===== config.mk =====
export PLATFORM = sky130hd
export DESIGN_NAME = param_dt_seq_counter
export DESIGN_NICKNAME = d
export VERILOG_FILES = /design/src/rtl/param_dt_seq_counter.sv
export SDC_FILE = /design/constraint.sdc
export NUM_CORES = 1
export LEC_CHECK = 0
export CAP_MARGIN = 5
export CORE_AREA = 2 2 39 41
export DETAILED_ROUTE_END_ITERATION = 8
export DIE_AREA = 0 0 41 43
export GPL_TIMING_DRIVEN = 0
export MAX_ROUTING_LAYER = met4
export PLACE_DENSITY = 0.69
export SYNTH_ARGS = -nofsm -noshare
export SYNTH_HDL_FRONTEND = slang
export SYNTH_SLANG_ARGS = --single-unit

===== constraint.sdc =====
create_clock -name clk -period 1.9 [get_ports clk]
set_input_delay 0.38 -clock clk [delete_from_list [all_inputs] [get_ports clk]]
set_output_delay 0.38 -clock clk [all_outputs]
set_load 0.005 [all_outputs]

===== src/rtl/param_dt_seq_counter.sv =====
// param_dt_seq_counter: modulo-N up/down counter stored in D or T flip-flops,
// exposing its D/T excitation vectors, a binary/Gray code output and a wrap pulse.
module param_dt_seq_counter #(
    parameter int WIDTH   = 3,
    parameter int MODULUS = 8,
    parameter int FF_TYPE = 0
) (
    input  logic             clk,
    input  logic             reset,
    input  logic             en,
    input  logic             up,
    input  logic             load,
    input  logic [WIDTH-1:0] load_val,
    input  logic             gray_mode,
    output logic [WIDTH-1:0] q,
    output logic [WIDTH-1:0] code,
    output logic [WIDTH-1:0] d_exc,
    output logic [WIDTH-1:0] t_exc,
    output logic             wrap
);
    localparam logic [WIDTH-1:0] MAX = WIDTH'(MODULUS - 1);

    logic [WIDTH-1:0] q_q, q_d;
    logic             wrap_q, wrap_d;

    always_comb begin
        q_d = load ? (load_val > MAX ? MAX : load_val)
            : !en  ? q_q
            : up   ? (q_q == MAX ? '0 : q_q + 1'b1)
            :        (q_q == '0 ? MAX : q_q - 1'b1);
        wrap_d = !load && en && (up ? q_q == MAX : q_q == '0);
    end

    assign d_exc = q_d;
    assign t_exc = q_q ^ q_d;
    assign q     = q_q;
    assign wrap  = wrap_q;
    assign code  = gray_mode ? q_q ^ (q_q >> 1) : q_q;

    generate
        if (FF_TYPE == 0) begin : g_dff
            always_ff @(posedge clk or posedge reset) begin
                if (reset) q_q <= '0;
                else       q_q <= q_d;
            end
        end else begin : g_tff
            // each bit is an independent T flip-flop fed by its toggle excitation
            always_ff @(posedge clk or posedge reset) begin
                if (reset) q_q <= '0;
                else for (int i = 0; i < WIDTH; i++) q_q[i] <= q_q[i] ^ t_exc[i];
            end
        end
    endgenerate

    always_ff @(posedge clk or posedge reset) begin
        if (reset) wrap_q <= 1'b0;
        else       wrap_q <= wrap_d;
    end
endmodule


==> results of run 1 <==
area by class of cell:
cell class | count | area (um2) | share of cell area [%]
plain buffers | 4 | 33.8 | 3.97
clock buffers | 3 | 22.5 | 2.65
inverters | 5 | 23.8 | 2.79
multi-input cells | 36 | 358 | 42.1
flip-flops and latches | 4 | 103 | 12.1
well taps | 16 | 20.0 | 2.35
repair buffers | 35 | 290 | 34.1
layout by cell type, fill, tap and decap left out, types with 2 or more instances in the layout:
master           netlist  final
a221oi_2               1      2
buf_2                  0      4
buf_4                  1     16
buf_6                  2      4
clkbuf_4               0      3
clkdlybuf4s50_1        0     10
dfrtp_1                4      2
dfrtp_2                0      2
dlygate4sd2_1          0      4
ha_4                   0      3
inv_1                  5      3
inv_4                  0      2
nand2_1                5      5
nand2b_1               2      2
nor2_1                 5      5
xnor2_1                4      2
xnor2_2                0      2
xor2_1                 2      2
critical path, stage by stage (launching register included):
cell	delay, ps
dfrtp_2	450
ha_4	190
ha_4	150
and3b_1	260
nor3_2	80
a221o_1	320
buf_2	130
metrics by stage:
step / hold WS [ps] / util, % / TNS [ps] / instances
6_report: 312 / 61.5 / -1020 / 103
5_1_grt: 343 / 61.5 / -1250 / 103
4_1_cts: 316 / 59.0 / -969 / 100
3_5_place_dp: 580 / 45.6 / -2890 / 84
3_3_place_gp: 574 / 45.6 / -2930 / 84
2_1_floorplan: 146 / - / -1.73 / 49
sequential cells by signal (all words and copies together), names as in the netlist:
| register | flops |
|---|---|
| q | 3 |
| wrap | 1 |
power by group through the flow:
stage	logic (mW)	registers (mW)	clock network, mW
CTS	0.311	0.111	0.114
global placement	0.225	0.108	0
finish	0.338	0.112	0.110
detailed placement	0.227	0.108	0
floorplan	0.117	0.107	0
global route	0.361	0.113	0.120
cell families after synthesis:
group | after synthesis
AND/OR/NAND/NOR | 15
AO/OA/AOI/OAI | 10
buffers and inverters | 9
XOR/XNOR | 6
adder cells (fa/ha/maj) | 4
flip-flops | 4
multiplexers | 1
routing by layer:
| layer | vias to the layer above | global-route usage [%] |
|---|---|---|
| met5 | - | - |
| met4 | 0 | 6.00 |
| met3 | 4 | 6.28 |
| met2 | 21 | 23.8 |
| met1 | 237 | 18.9 |
| li1 | 244 | - |
timing repair:
| action | CTS | global route |
|---|---|---|
| pin swaps | 12 | 2 |
| resized for setup | 43 | 2 |
| endpoints found under the setup margin | 8 | 6 |
| buffers inserted | 13 | 3 |
| hold endpoints to repair | 0 | 0 |
worst max path at each step:
stage	to	slack (ps)	cells past startpoint
6_report	t_exc[1]	-300	6
3_3_place_gp	t_exc[2]	-590	6
4_1_cts	t_exc[1]	-260	6
2_1_floorplan	t_exc[2]	-2	5
5_1_grt	t_exc[1]	-350	6
3_5_place_dp	t_exc[2]	-560	6
==> flow_summary.yaml, run 1 <==
pwr:
  switching_share_pct: 33.2
  ir_worst_vdd_mv: 0.602
  power_mw: 0.560
  powerDensity_mw_per_mm2: 658
  pwr-share-seq_pct: 20.1
  p_sw_mw: 0.186
  p_clk_share_pct: 19.6
  internal-power_mw: 0.374
  combPwrFrac_pct: 60.3
  p_leak_nw: 0.392
sta:
  skew_ps: 4.54
  period_share_pct: 116
  tightest_slew_ps: 388
  rsz0062_at_grt: "yes"
  relSlewSlack_pct: 74.1
  setup_viol: 4
  setup_ws_ps: -299
  hold_viol: 0
  finalCriticalPeriod_ps: 2200
  fmax_ghz: 0.455
  slew_viol_final: 0
logic_synthesis:
  synth_edf_count: 0
  yosysWarnings: 0
  yosysTopAreaCell: "dfrtp_1"
  yosysSeqAreaShare_pct: 23.8
  async_flop_share_pct: 100
  yosys-top-cells-count: "inv_1 (5), nand2_1 (5), nor2_1 (5)"
  synth_xor_area_share_pct: 12.5
  yosys.area_share.simple_pct: 16.7
  muxShareOfSynthArea_pct: 2.68
  synth-compound-area-share_pct: 19.9
  synth_ff_type: "dfrtp_1"
  syn_area_um2: 420
  synth_cells: 49
  synth_top_family_by_area: "compound AO/OA/AOI/OAI gates"
  synth_fa_ha_area_share_pct: 11.9
  avgSynthCellArea_um2: 8.58
  synth_seq_cells: 4
  synth_cell_type_count: 25
  synth_top_area_share_pct: 23.8
  synth_fp_nets: 62
  synth_area_leaders: "dfrtp_1 (24%), ha_1 (12%), xnor2_1 (8.3%)"
worst_setup_path:
  rr_worst_depth: 7
  r2r_slack_ps: 210
  worstPathArrival_ps: 1820
  path_class: "flip-flop to output pin"
  required_ps: 1520
  startpoint: "q[1]"
  r2r-end: "q[1]"
  timing.rr.start: "q[1]"
  cp-start-kind: "flip-flop"
  crit_fanout: 3
  endpoint_kind: "output pin"
routing:
  wire_per_inst_um: 13.4
  drtPass1Iterations: 5
  wl_met1_um: 572
  antenna_left: 0
  top_layer_used: "met4"
  wl_mm: 1.38
  drc: 0
  dr.first_iter.drc_count: 11
  vias_per_cell: 4.91
  met3WireLength_um: 85
  dr_wl_met2_um: 694
  vias: 506
place:
  gp_congestion: 0.842
  place_hpwl_um: 749
  io_buffers: 19
  place_area_um2: 631
  pre_cts_slack_ps: -564
status:
  violations: "setup timing"
  status: "finished with violations"
cts:
  cts-root-buf: "clkbuf_4"
  cts.sinks: 4
  htreeDepth: 1
  clkTransAtPathRegs_ps: 40
  cts-buffers-inserted: 3
  clockBufferDepth: 2
  hold_buffers: 0
  insertion_delay_ps: 240
  cts_tree: "yes"
grt:
  overflow: 0
  grt_max_degree: 9
  grt_pass1_vias: 419
  antenna_found_initial: 0
  grt_first_pass_wirelength_mm: 1.84
  track_usage_pct: 16.0
floorplan:
  start_util_pct: 30.4
  core_area_mm2: 0.00138
  die_w_um: 41
  placementRows: 14
  dieArea_mm2: 0.00176
  die_h_um: 43
  io_pins: 22
layout:
  syn_to_final_growth_pct: 102
  fin_area_um2: 851
  drive_gt1_share_pct: 51.7
  diodes: 0
  nFillCells: 126
  fin_nets: 102
run:
  maxCapViolations: 0
min_path:
  hp-class: "input pin to asynchronous set/reset pin"
No activity file was read; power rests on OpenSTA's default activity.
==> run 2: changes to the inputs <==
--- a/config.mk
+++ b/config.mk
@@ -7,11 +7,12 @@
 export LEC_CHECK = 0
 export CAP_MARGIN = 5
 export CORE_AREA = 2 2 39 41
+export CTS_CLUSTER_DIAMETER = 120
 export DETAILED_ROUTE_END_ITERATION = 8
 export DIE_AREA = 0 0 41 43
 export GPL_TIMING_DRIVEN = 0
 export MAX_ROUTING_LAYER = met4
-export PLACE_DENSITY = 0.69
+export PLACE_DENSITY = 0.79
 export SYNTH_ARGS = -nofsm -noshare
 export SYNTH_HDL_FRONTEND = slang
 export SYNTH_SLANG_ARGS = --single-unit
==> flow_summary.yaml, run 2 (same netlist as run 1, synthesis figures left out) <==
pwr:
  p_leak_nw: 0.389
  ir_worst_vdd_mv: 0.406
  powerDensity_mw_per_mm2: 656
layout:
  final_common_cell: "buf_4"
  diodes: 0
  syn_to_final_growth_pct: 103
  largest_register_ff_count: 3
  drive_gt1_share_pct: 52.4
  nFillCells: 116
  final_cell_mix: "buf_4 (12), clkdlybuf4s50_1 (10), nand2_1 (5), buf_6 (5), nor2_1 (5)"
  fin_nets: 99
worst_setup_path:
  cp-start-kind: "flip-flop"
  required_ps: 1520
  path_class: "flip-flop to output pin"
  endpoint_kind: "output pin"
  worstPathArrival_ps: 1840
  cpMaxStageDelayCell: "dfrtp_2"
  cpPeakStageDelay_ps: 450
  crit_fanout: 4
  worstPathCellList: "inv_4 > ha_4 > and3b_2 > o2111a_1 > a221o_1 > buf_2"
sta:
  period_share_pct: 117
  skew_ps: 10.3
  slew_viol_final: 0
  rsz0062_at_grt: "yes"
  hold_ws_ps: 314
  setup_ws_ps: -318
  relSlewSlack_pct: 74.4
  finalCriticalPeriod_ps: 2220
  fmax_ghz: 0.451
  tightest_slew_ps: 384
  setup_viol: 5
  hold_viol: 0
floorplan:
  dieArea_mm2: 0.00176
  die_w_um: 41
  start_util_pct: 30.4
  io_pins: 22
  placementRows: 14
  die_h_um: 43
  core_area_mm2: 0.00138
status:
  status: "finished with violations"
  violations: "setup timing"
routing:
  wire_per_inst_um: 13.1
  drc: 0
  wl_mm: 1.31
  drtPass1Iterations: 2
  dr.first_iter.drc_count: 7
  antenna_left: 0
  vias_per_cell: 5.00
  vias: 500
grt:
  grt_pass1_vias: 502
  antenna_found_initial: 0
  grt_first_pass_wirelength_mm: 2.09
  overflow: 0
  track_usage_pct: 18.1
  grt_max_degree: 9
cts:
  htreeDepth: 1
  cts_tree: "yes"
  clockBufferDepth: 2
  cts-root-buf: "clkbuf_4"
  cts-buffers-inserted: 3
  clkTransAtPathRegs_ps: 50
  cts.sinks: 4
  insertion_delay_ps: 250
place:
  pre_cts_slack_ps: -598
  gp_congestion: 0.830
  io_buffers: 19
  place_hpwl_um: 792
run:
  maxCapViolations: 0
min_path:
  hp-class: "input pin to asynchronous set/reset pin"
run 2: critical path: cells and delay by family (launching register included):
family	cells	cell delay (ps)
flops	1	450
fa+ha+maj	1	200
compound gates	2	490
simple gates	1	220
buf+inv	2	230
run 2: cell type report:
cell class	instances	area (um2)	share of cell area (%)
inverters	5	21.3	2.49
clock buffers	3	22.5	2.64
multi-input cells	36	388	45.4
well taps	16	20.0	2.34
plain buffers	4	33.8	3.95
repair buffers	32	268	31.3
flip-flops and latches	4	101	11.9
run 2: path summary, 6_finish.rpt:
check / slack (ps) / end / from / cells past startpoint
worst max register to register: 260 / q[2] / q[0] / 7
worst max-delay path: -320 / t_exc[1] / q[1] / 6
max in group asynchronous: 1420 / q[1] / reset / 2
min in group clk: 460 / wrap / up / 3
worst min register to register: 820 / q[1] / q[1] / 3
worst min-delay path: 310 / q[2] / reset / 2
run 2: repair_timing:
action	4_1_cts	5_1_grt
hold buffers	0	0
resized for setup	44	5
setup buffers	15	1
gates cloned	0	0
pin swaps	13	6
setup endpoints to repair	8	6
run 2: layer usage:
layer / share of wire [%] / track usage, % / routed length [um] / up-vias
met3: 4.2 / 1.57 / 55 / 5
met1: 40 / 21.2 / 524 / 239
li1: - / - / - / 239
met4: 3.4 / 12.7 / 44 / 0
met2: 52 / 27.5 / 686 / 17
met5: 0 / - / 0 / -
run 2: where the power goes:
group	switching (mW)	internal, mW
clock network	0.0440	0.0713
logic	0.134	0.203
registers	0.0134	0.0948
run 2: stage by stage:
step / instance area (um2) / setup TNS, ps / cells / total power [mW] / utilization, %
after floorplan: 420 / -1.73 / 49 / 0.224 / -
after global placement: 631 / -2970 / 84 / 0.332 / 45.6
after detailed placement: 631 / -3000 / 84 / 0.336 / 45.6
after CTS: 836 / -1170 / 100 / 0.540 / 60.4
after global routing: 855 / -1510 / 100 / 0.590 / 61.8
final: 855 / -1230 / 100 / 0.560 / 61.8
